--- src/rtl/mips_cpu_next_pc_if.sv ---
// ---------------------------------------------------------------------------
// mips_cpu_next_pc_if
//   Bundle between the control path / PC register and the next-PC generator.
//
//   pc_curr          : current PC (output of the PC register)
//   advance          : instruction at pc_curr completes this cycle
//   redirect_valid   : completing instruction is a taken branch/jump
//   redirect_target  : branch/jump destination, valid with redirect_valid
//   pc_next          : next PC, combinational, feeds the PC register
//   in_delay_slot    : instruction at pc_curr sits in a delay slot
//   slot_violation   : one-cycle pulse, redirect requested from a delay slot
//   addr_error       : sticky misaligned-target flag
//
//   master : the side that owns the PC register and control path
//   slave  : the next-PC generator
// ---------------------------------------------------------------------------
interface mips_cpu_next_pc_if;
    logic [31:0] pc_curr;
    logic        advance;
    logic        redirect_valid;
    logic [31:0] redirect_target;
    logic [31:0] pc_next;
    logic        in_delay_slot;
    logic        slot_violation;
    logic        addr_error;

    modport master (
        output pc_curr,
        output advance,
        output redirect_valid,
        output redirect_target,
        input  pc_next,
        input  in_delay_slot,
        input  slot_violation,
        input  addr_error
    );

    modport slave (
        input  pc_curr,
        input  advance,
        input  redirect_valid,
        input  redirect_target,
        output pc_next,
        output in_delay_slot,
        output slot_violation,
        output addr_error
    );
endinterface

--- src/rtl/mips_cpu_next_pc.sv ---
// ---------------------------------------------------------------------------
// mips_cpu_next_pc
//   Next-PC generator with MIPS branch-delay-slot sequencing. Sits directly
//   upstream of the PC register and drives its input every cycle.
//
//   Ports:
//     clk  : rising-edge clock
//     rst  : synchronous, active-high reset; forces pc_next to RESET_VECTOR
//     bus  : mips_cpu_next_pc_if.slave (pc_curr, advance, redirect_valid,
//            redirect_target in; pc_next, in_delay_slot, slot_violation,
//            addr_error out)
//
//   A taken branch latches its target and lets the delay-slot instruction
//   at pc_curr+4 run; the target is applied on the advance that completes
//   the slot. A misaligned target sends the CPU to HALT_ADDR and latches
//   addr_error until reset. Once pc_curr reaches HALT_ADDR the CPU is
//   parked there and all inputs are ignored.
// ---------------------------------------------------------------------------
module mips_cpu_next_pc #(
    parameter logic [31:0] RESET_VECTOR = 32'hBFC0_0000,
    parameter logic [31:0] HALT_ADDR    = 32'h0000_0000
) (
    input  logic              clk,
    input  logic              rst,
    mips_cpu_next_pc_if.slave bus
);

    localparam logic [1:0] ST_SEQ  = 2'd0;
    localparam logic [1:0] ST_SLOT = 2'd1;
    localparam logic [1:0] ST_ERR  = 2'd2;

    logic [1:0]  state_q, state_d;
    logic [31:0] tgt_q, tgt_d;
    logic        in_delay_slot_q, in_delay_slot_d;
    logic        slot_violation_q, slot_violation_d;
    logic        addr_error_q, addr_error_d;
    logic [31:0] pc_next_d;

    logic [31:0] pc_seq;
    logic        halted;
    logic        tgt_aligned;

    // +4 wraps modulo 2^32, so FFFFFFFC rolls onto HALT_ADDR when it is 0
    assign pc_seq      = bus.pc_curr + 32'd4;
    assign halted      = (bus.pc_curr == HALT_ADDR);
    assign tgt_aligned = (tgt_q[1:0] == 2'b00);

    always_comb begin
        state_d          = state_q;
        tgt_d            = tgt_q;
        in_delay_slot_d  = in_delay_slot_q;
        slot_violation_d = 1'b0;
        addr_error_d     = addr_error_q;
        pc_next_d        = bus.pc_curr;

        if (rst) begin
            pc_next_d = RESET_VECTOR;
        end else if (halted) begin
            // Parked: state, target and sticky flags frozen; the violation
            // pulse still self-clears.
            pc_next_d = HALT_ADDR;
        end else begin
            case (state_q)
                ST_SEQ: begin
                    if (bus.advance) begin
                        pc_next_d = pc_seq;
                        if (bus.redirect_valid) begin
                            tgt_d           = bus.redirect_target;
                            state_d         = ST_SLOT;
                            in_delay_slot_d = 1'b1;
                        end
                    end
                end
                ST_SLOT: begin
                    if (bus.advance) begin
                        // A redirect from the slot itself is dropped; tgt_q
                        // keeps the original branch destination.
                        slot_violation_d = bus.redirect_valid;
                        in_delay_slot_d  = 1'b0;
                        if (tgt_aligned) begin
                            pc_next_d = tgt_q;
                            state_d   = ST_SEQ;
                        end else begin
                            pc_next_d    = HALT_ADDR;
                            state_d      = ST_ERR;
                            addr_error_d = 1'b1;
                        end
                    end
                end
                ST_ERR: begin
                    pc_next_d = bus.pc_curr;
                end
                default: begin
                    state_d         = ST_SEQ;
                    in_delay_slot_d = 1'b0;
                end
            endcase
        end
    end

    always_ff @(posedge clk) begin
        if (rst) begin
            state_q          <= ST_SEQ;
            tgt_q            <= '0;
            in_delay_slot_q  <= 1'b0;
            slot_violation_q <= 1'b0;
            addr_error_q     <= 1'b0;
        end else begin
            state_q          <= state_d;
            tgt_q            <= tgt_d;
            in_delay_slot_q  <= in_delay_slot_d;
            slot_violation_q <= slot_violation_d;
            addr_error_q     <= addr_error_d;
        end
    end

    assign bus.pc_next        = pc_next_d;
    assign bus.in_delay_slot  = in_delay_slot_q;
    assign bus.slot_violation = slot_violation_q;
    assign bus.addr_error     = addr_error_q;

endmodule
--- src/flat_wrapper.sv ---
// flat-port wrapper written by rule: the top's interface ports become plain ports
module mips_cpu_next_pc_flat 
#(
    parameter logic [31:0] RESET_VECTOR = 32'hBFC0_0000,
    parameter logic [31:0] HALT_ADDR    = 32'h0000_0000
)
  (clk, rst, bus_pc_curr, bus_advance, bus_redirect_valid, bus_redirect_target, bus_pc_next, bus_in_delay_slot, bus_slot_violation, bus_addr_error);
  mips_cpu_next_pc_if bus_i ();
  input  logic clk;
  input  logic rst;
  input wire logic [$bits(bus_i.pc_curr)-1:0] bus_pc_curr;
  input wire logic [$bits(bus_i.advance)-1:0] bus_advance;
  input wire logic [$bits(bus_i.redirect_valid)-1:0] bus_redirect_valid;
  input wire logic [$bits(bus_i.redirect_target)-1:0] bus_redirect_target;
  output wire logic [$bits(bus_i.pc_next)-1:0] bus_pc_next;
  output wire logic [$bits(bus_i.in_delay_slot)-1:0] bus_in_delay_slot;
  output wire logic [$bits(bus_i.slot_violation)-1:0] bus_slot_violation;
  output wire logic [$bits(bus_i.addr_error)-1:0] bus_addr_error;
  assign bus_i.pc_curr = bus_pc_curr;
  assign bus_i.advance = bus_advance;
  assign bus_i.redirect_valid = bus_redirect_valid;
  assign bus_i.redirect_target = bus_redirect_target;
  assign bus_pc_next = bus_i.pc_next;
  assign bus_in_delay_slot = bus_i.in_delay_slot;
  assign bus_slot_violation = bus_i.slot_violation;
  assign bus_addr_error = bus_i.addr_error;
  mips_cpu_next_pc #(.RESET_VECTOR(RESET_VECTOR), .HALT_ADDR(HALT_ADDR)) u_core (.clk(clk), .rst(rst), .bus(bus_i));
endmodule
--- config.mk ---
export PLATFORM = sky130hd
export DESIGN_NAME = mips_cpu_next_pc_flat
export DESIGN_NICKNAME = d
export VERILOG_FILES = /design/src/rtl/mips_cpu_next_pc_if.sv /design/src/rtl/mips_cpu_next_pc.sv /design/src/flat_wrapper.sv
export SDC_FILE = /design/constraint.sdc
export NUM_CORES = 1
export LEC_CHECK = 0
export CAP_MARGIN = 30
export CORE_AREA = 2 2 116 118
export CTS_CLUSTER_DIAMETER = 50
export DETAILED_ROUTE_END_ITERATION = 10
export DIE_AREA = 0 0 118 120
export PLACE_DENSITY = 0.48
export RECOVER_POWER = 50
export REMOVE_ABC_BUFFERS = 1
export SLEW_MARGIN = 20
export SYNTH_ARGS = -nofsm -noshare
export SYNTH_HDL_FRONTEND = slang
export SYNTH_SLANG_ARGS = --single-unit
--- constraint.sdc ---
create_clock -name clk -period 6.3 [get_ports clk]
set_input_delay 1.26 -clock clk [delete_from_list [all_inputs] [get_ports clk]]
set_output_delay 1.26 -clock clk [all_outputs]
set_load 0.01 [all_outputs]
---- Word level (Yosys, flattened, before mapping) ----
Index checks and enable logic that the tools add are counted.
operators by class
  add/sub/neg operators ................... 1
  multiply operators ...................... 0
  divide/modulo/power cells ............... 0
  order comparisons ....................... 0
  equal/unequal tests ..................... 5
  shift operators ......................... 0
  mux-type cells .......................... 15
  bitwise logic cells ..................... 5
  reductions and logical operators ........ 7
operator list
  kind                   count
  $mux 32                5
  $pmux 32 s2            1
  $add 32x3->32 const B  1
  $logic_not 32->1       1
  $mux 2                 4
  $reduce_and 4->1       2
  $ne 2x2->1 const B     3
  $pmux 2 s3             1
  $not 1->1              5
  $reduce_and 5->1       1
  $logic_not 2->1        2
  $reduce_or 4->1        1
  $mux 1                 3
  $pmux 1 s3             1
  $eq 2x1->1 const B     1
  $eq 2x2->1 const B     1
word-level totals
  register bits after elaboration ......... 37
  bits in latches ......................... 0
  RAM bits ................................ 0
  ROM bits ................................ 0
  input port bits ......................... 68
  output and inout port bits .............. 35
  logic and storage cells ................. 38
  memories kept ........................... 0

---- Longest topological paths before layout ----
Gate-level depths: netlist of run 1.
  depth after elaboration ................. 6
  depth in mapped cells ................... 8
  gate-level depth less buffers ........... 7

---- Least setup slack after synthesis of run 1 ----
No wires, ideal clock.
  path kind ............................... input -> output
  start point ............................. input bus_pc_curr[8]
  end point ............................... output bus_pc_next[18]
  data arrival time ....................... 2.703 ns
  data required time ...................... 5.040 ns
  setup slack ............................. 2.337 ns
  stages on the path ...................... 5
  buffers on the path ..................... 1
  cell sequence ........................... buf_4 -> nand4_1 -> nor4_2 -> a311oi_1 -> nor4_1
between the ends
  cells in the longest elaborated chain, start to end .. 5
ends and longest elaborated chain
  what           RTL line                text
  from (decl)    flat_wrapper.sv:11      input wire logic [$bits(bus_i.pc_curr)-1:0] bus_pc_curr;
  $add 32x3->32  mips_cpu_next_pc.sv:44  assign pc_seq = bus.pc_curr + 32'd4;
  $mux 32        mips_cpu_next_pc.sv:65  if (bus.advance) begin
  $pmux 32 s2    mips_cpu_next_pc.sv:63  case (state_q)
  $mux 32 (*)    mips_cpu_next_pc.sv:58  end else if (halted) begin
  $mux 32 (*)    mips_cpu_next_pc.sv:56  if (rst) begin
  to (decl)      flat_wrapper.sv:15      output wire logic [$bits(bus_i.pc_next)-1:0] bus_pc_next;
Every way passes the cells marked *; elsewhere a longest branch is shown, timed or not.

---- Worst setup path in the final report of run 1 ----
  start point ............................. input bus_pc_curr[2]
  end point ............................... output bus_pc_next[4]
The elaborated chain is that of the path after synthesis.

==> impl_results.md, run 1 <==
* Power Dens Cells at 164.6 mW/mm2
* Synth Warn # at 0
* Die area at 0.01416 mm2
* Initial Util at 24.22%
* Slowest-stage cell, CP: dlygate4sd3_1
* Hold EP: u_core.bus.addr_error
* Yosys top cell by area: dfxtp_1
* Worst Tran Pin Value at 2.044 ns
* Failing checks: max-capacitance violations, max-slew violations
* Max IR drop VDD at 98.88 uV
* Hold Buf Count CTS at 0
* Area of the multi-input gates at 0.002157 mm2
* Post-CTS sizing at 0
* R2R Setup Slk at 2.09 ns
* HPWL after DPL at 8.672 mm
* Clock transition at path regs at 0.06 ns
* CP Class: in -> out
* Arr. time, crit path at 4.38 ns
* Filler Cell Count at 1411
* Diode count at 0
* Initial antenna violation count at 0
* Sequential area share after synthesis at 22.92%
* Reg2Reg Depth at 6
* Core Region at 0.01298 mm2
* DR vias/cell at 5.207
* Fraction of registers with async set/reset at 0%
* RSZ-0062 raised after global routing: false
* DRC violations left at 0
* Largest net degree at the start of global routing at 38
* Die Y at 120 um
* Top post-synthesis cells by area: dfxtp_1 (23%), mux2i_1 (11%), nor2_1 (7.9%), a21oi_1 (5.9%), o21ai_0 (5.6%)
* Seq cells post-synth at 36
* Syn avg cell area at 7.707 um2
* Final wirelength at 11.64 mm
* CP max stage delay at 0.62 ns
* Die extent in x at 118 um
* Grt ovf at 0
* Peak Freq at 177.4 MHz
* Top cells by count, synth: nor2_1 (66), a21oi_1 (37), dfxtp_1 (36), o21ai_0 (35), mux2i_1 (34)
* Final Worst Setup Slack at 0.6618 ns
* CTS tree: done
* Setup TNS at 0 ns
* Slew headroom at -36.41%
* Minimum clock period at 5.638 ns
* Status: finished with violations
* Port Buf Inserts at 102
* GP Congestion at 0.8241
* Final setup violation count at 0
* Pre-antenna DRT Iters at 4
* Post-synth EDFFs at 0
* Max Cap Viol at 2
* I/O pin cnt at 103
* Count leader, synth: nor2_1
* Hold path startpoint: u_core.bus.addr_error
* Tightest Hold Check Type: reg -> reg
* Ys flop type: dfxtp_1
* Initial DRC count at 302
* Post-CTS setup buffer count at 0
* Vias after detailed routing at 3499
* Post-Syn Area at 0.003144 mm2
* Register area at 720.7 um2
* Share of layout cells above drive strength 1 at 7.661%
* CP required at 5.04 ns
* Worst setup SP type: input port
* Final Max Tran Viols at 15
* Crit-path cells: dlygate4sd3_1 -> inv_1 -> ha_1 -> nor4b_1 -> nand4_1 -> o21ai_1 -> buf_4 -> a2111oi_0 -> clkdlybuf4s50_1
* Post-Synthesis Cells at 408
* Root buf cell: clkbuf_16
* Pleak at 0.001700 uW
* Worst reg2reg path endpoint: u_core.tgt_q[29]
* Crit path capture type: primary output
* Total clock sinks at 36
* CTS Buf Count at 5
* H-tree levels at 2
* Distinct cells, synth at 60
* Final nets at 565
* Yosys top cell area share at 22.92%
* Global-route wire length before repair at 18.35 mm
* Wire per inst at 17.32 um
* Area Growth Syn to Fin at 39.04%
* Vias in the first global route at 3341
* GRT Total Usage at 16.14%
* Tcrit/Tclk final at 89.49%
* Critical Path Fanout Max at 11
* WHS Path Cells at 2
* CTS Buffer Depth at 2
* Post-place setup slack at 0.9432 ns
* Clock latency on the worst-skew pair at 0.28 ns
* Site Rows at 42
* Reg-to-Reg Start: u_core.bus.in_delay_slot
* Final hold viol count at 0
* Worst Skew at 0.005514 ns
* Antenna viol nets, final at 0
-- metrics by stage --
step / utilization, % / cell area (um2) / hold WS [ns] / power, uW / cells
after floorplan: - / 2970 / 0.4550 / 342.2 / 377
after global placement: 32.91 / 4272 / 0.4386 / 469.5 / 663
after detailed placement: 32.91 / 4272 / 0.4394 / 471.5 / 663
after CTS: 34.06 / 4420 / 0.4485 / 729.6 / 671
after global routing: 33.68 / 4372 / 0.4668 / 756.1 / 672
final: 33.68 / 4372 / 0.4477 / 719.8 / 672
-- cell usage in the layout (no fill, tap or decap), types with 4 or more instances in the layout --
master / synthesis / routed
clkdlybuf4s50_1: 0 / 99
nor2_1: 66 / 66
a21oi_1: 37 / 37
dfxtp_1: 36 / 36
o21ai_0: 35 / 35
mux2i_1: 34 / 34
inv_1: 12 / 12
nor3_1: 12 / 12
a211oi_1: 12 / 12
nand2_1: 11 / 11
and3_1: 11 / 11
nand3_1: 10 / 10
nand4_1: 7 / 8
or3_1: 7 / 7
o22ai_1: 6 / 6
buf_4: 1 / 6
a32oi_1: 5 / 5
mux2_2: 5 / 5
clkbuf_16: 0 / 5
nor4_2: 4 / 4
nor4_4: 4 / 4
nor4_1: 4 / 4
a311oi_1: 4 / 4
-- where the power goes --
| part | leakage, uW | total, uW | internal (uW) | switching [uW] |
|---|---|---|---|---|
| sequential | 0.000294 | 246 | 239 | 6.98 |
| clock | 0.0000766 | 255 | 156 | 99.4 |
| combinational | 0.00133 | 219 | 109 | 110 |
| total | 0.00170 | 720 | 503 | 216 |
-- metal layers --
layer  share of wire [%]  up-vias  track usage, %
li1                    -     1719               -
met2                  46      112           26.13
met3                 6.2       11           3.232
met4                 1.1        0           3.163
met1                  47     1657           22.30
met5                   0        -               0
-- state kept, by name, summed over array words and instances (netlist names) --
| name | count |
|---|---|
| u_core.tgt_q | 32 |
| u_core.bus.addr_error | 1 |
| u_core.bus.in_delay_slot | 1 |
| u_core.bus.slot_violation | 1 |
| u_core.state_q | 1 |
-- area by class of cell --
class / instances / share of cell area (%)
sequential: 36 / 16.49
clock buffer: 6 / 3.177
tap: 176 / 5.037
inverter: 12 / 1.030
clock inverter: 2 / 0.2290
timing repair buffer: 111 / 24.70
multi-input combinational: 329 / 49.34
-- cell families (layout without fill, tap and decap cells) --
logic type	count (synthesis)	after routing	synth area share [%]
adder cells (fa/ha/maj)	2	2	0.7957
AO/OA/AOI/OAI	131	131	27.34
flip-flops	36	36	22.92
AND/OR/NAND/NOR	154	154	28.53
buffers and inverters	43	131	6.963
XOR/XNOR	3	3	0.8358
multiplexers	39	39	12.61
-- worst max path at each step --
stage / start / to / slack, ns / cells past startpoint
after floorplan: bus_pc_curr[2] / bus_pc_next[3] / 2.30 / 6
after global placement: bus_advance / bus_pc_next[31] / 0.99 / 7
after detailed placement: bus_advance / bus_pc_next[31] / 0.94 / 7
after CTS: bus_advance / bus_pc_next[31] / 0.94 / 7
after global routing: bus_pc_curr[2] / u_core.tgt_q[10] / 0.43 / 9
final: bus_pc_curr[2] / bus_pc_next[4] / 0.66 / 9
-- worst max-delay path: cells and delay by family --
kind | cells | cell delay [ns]
compound gates | 2 | 0.64
buf+inv | 4 | 1.54
simple gates | 2 | 0.75
fa+ha+maj | 1 | 0.19
(Power assumes the default switching activity.)
==> run 2: changes to the inputs <==
Settings changed: CAP_MARGIN 30 to 20, CORE_AREA 2 2 116 118 to 2 2 108 110, DIE_AREA 0 0 118 120 to 0 0 110 112, PLACE_DENSITY 0.48 to 0.54.
==> run 2 against run 1 <==
Compared with the run above: the flow still finishes with violations (max-capacitance violations, max-slew violations); utilization grew 5.6 points; sequential share of layout area down 0.075 points; combinational power hardly changed; sequential power is essentially flat; critical endpoint is now bus_pc_next[25].
==> impl_results.md, run 2 (synthesis results as in run 1) <==
* Final setup violation count at 0 (unchanged)
* Antenna viol nets, final at 0 (unchanged)
* Setup TNS at 0 ns (unchanged)
* Critical Path Fanout Max at 9 (-2)
* Clk pwr share at 38.6% (+3.1 points)
* Peak Freq at 180.4 MHz (+1.7%)
* Hold Buf Count CTS at 0 (unchanged)
* Pre-antenna DRT Iters at 5 (+1)
* Non-Filler Instances at 639 (-4.9%)
* Core Region at 0.01117 mm2 (-14%)
* Final nets at 565 (unchanged)
* Worst hold slack at 0.4523 ns (+0.004594 ns)
* Site Rows at 39 (-7.1%)
* Grt ovf at 0 (unchanged)
* H-tree levels at 2 (unchanged)
* Total clock sinks at 36 (unchanged)
* Largest register FFs at 32 (unchanged)
* Diode count at 0 (unchanged)
* Net Sw Frac at 29.38% (-0.68 points)
* Tcrit/Tclk final at 87.97% (-1.5 points)
* Power Dens Cells at 172.6 mW/mm2 (+4.9%)
* Top reg by flops: u_core.tgt_q
* Root buf cell: clkbuf_16
* CP Class: in -> out
* Max Cap Viol at 1 (-1)
* Clock latency on the worst-skew pair at 0.28 ns (about the same)
* Worst setup SP type: input port
* CP required at 5.04 ns (about the same)
* Final Max Tran Viols at 34 (+19)
* Initial DRC count at 209 (-31%)
* Final wirelength at 11.34 mm (-2.5%)
* Filler Cell Count at 1168 (-17%)
* Arr. time, crit path at 4.28 ns (-0.10 ns)
* Gr busiest metal: met2
* CTS Buffer Depth at 2 (unchanged)
* Wire per inst at 17.75 um (+2.5%)
* Clock transition at path regs at 0.06 ns (about the same)
* GR Util met1 at 25.53% (+3.2 points)
* Post-CTS setup buffer count at 0 (unchanged)
* Post-CTS sizing at 0 (unchanged)
* HPWL after DPL at 8.164 mm (-5.9%)
* GP Congestion at 0.8352 (+1.3%)
* Met2 GRT Util at 30.63% (+4.5 points)
* Slew headroom at -61.82% (-25 points)
* CTS Buf Count at 5 (unchanged)
* Max IR drop VDD at 107.4 uV (+8.6%)
* GRT Total Usage at 18.91% (+2.8 points)
* Failing checks: max-capacitance violations, max-slew violations
* Die Y at 112 um (-6.7%)
* GR Util met3 at 3.337% (+0.11 points)
* Placed Cells at 631 (-4.8%)
* Comb power frac at 28.8% (-1.6 points)
* Vias after detailed routing at 3496 (-0.086%)
* Port Buf Inserts at 102 (unchanged)
* Initial antenna violation count at 0 (unchanged)
* Minimum clock period at 5.542 ns (-0.09586 ns)
* Commonest non-fill, non-tap cell in the layout: clkdlybuf4s50_1
* Share of power burned in registers at 32.5% (-1.6 points)
* Tightest Hold Check Type: reg -> reg
* CTS tree: done
* Area Growth Syn to Fin at 39.67%
* P_int at 535.4 uW (+6.4%)
* Final Worst Setup Slack at 0.7577 ns (+0.09586 ns)
* DRC violations left at 0 (unchanged)
* Status: finished with violations
* Vias in the first global route at 3365 (+0.72%)
* Global-route wire length before repair at 18.24 mm (-0.57%)
* Final hold viol count at 0 (unchanged)
* Post-place setup slack at 1.011 ns (+0.06783 ns)
* I/O pin cnt at 103 (unchanged)
* Die extent in x at 110 um (-6.8%)
* Initial Util at 28.14% (+3.9 points)
* Share of layout cells above drive strength 1 at 8.266% (+0.60 points)
* Sw power at 222.8 uW (+3.0%)
* Slowest-stage cell, CP: dlygate4sd3_1
* RSZ-0062 raised after global routing: false
* Pleak at 0.001717 uW (+0.99%)
* Commonest non-fill, non-tap cells in the layout: clkdlybuf4s50_1 (98), nor2_1 (66), a21oi_1 (37)
* DR vias/cell at 5.471 (+5.1%)
* Worst Skew at 0.005946 ns (+0.0004316 ns)
* Crit path capture type: primary output
* CP max stage delay at 0.62 ns (about the same)
* Largest net degree at the start of global routing at 35 (-7.9%)
* Crit-path cells: dlygate4sd3_1 -> inv_1 -> ha_1 -> nor4b_4 -> nand4_1 -> nor2_1 -> a221oi_1 -> o32a_1 -> clkdlybuf4s50_1
* Die area at 0.01232 mm2 (-13%)
* Worst Tran Pin Value at 2.427 ns (+0.3832 ns)
-- run 2: layer usage --
layer  share of wire [%]  vias up
li1                    -     1721
met1                  45     1643
met2                  47      121
met3                 6.8       11
met4                 1.3        0
met5                   0        -
-- run 2: final cells by class --
| class | count | area (um2) | share of cell area, % |
|---|---|---|---|
| tap | 143 | 178.9 | 4.074 |
| multi-input combinational | 329 | 2195 | 49.97 |
| sequential | 36 | 720.7 | 16.41 |
| inverter | 12 | 45.04 | 1.026 |
| clock buffer | 5 | 125.1 | 2.849 |
| timing repair buffer | 111 | 1085 | 24.70 |
| clock inverter | 3 | 42.54 | 0.9687 |
-- run 2: final timing paths --
kind	to	slack, ns	from	depth (start not counted)
setup / recovery	bus_pc_next[25]	0.76	bus_pc_curr[2]	9
hold / removal	u_core.bus.addr_error	0.45	u_core.bus.addr_error	2
setup reg to reg	u_core.tgt_q[0]	2.50	u_core.state_q[1]	5
hold reg to reg	u_core.bus.addr_error	0.45	u_core.bus.addr_error	2
-- run 2: metrics by stage --
step	total power, uW	utilization, %	cell area, um2
final	758.2	39.30	4392
after global routing	796.6	39.30	4392
after CTS	766.1	39.42	4405
after detailed placement	469.3	37.92	4238
after global placement	467.5	37.92	4238
after floorplan	342.2	-	2970
-- run 2: critical path: cells and delay by family --
family / cells / cell delay, ns
AO/OA/AOI/OAI: 2 / 0.34
adder cells (fa/ha/maj): 1 / 0.18
buffers and inverters: 3 / 1.20
AND/OR/NAND/NOR: 3 / 1.29
-- run 2: power by group through the flow --
stage | Combinational [uW] | Sequential [uW] | Clock [uW]
after floorplan | 91.6 | 251 | 0
after global placement | 216 | 251 | 0
after detailed placement | 217 | 252 | 0
after CTS | 219 | 247 | 301
after global routing | 240 | 248 | 309
final | 219 | 247 | 293
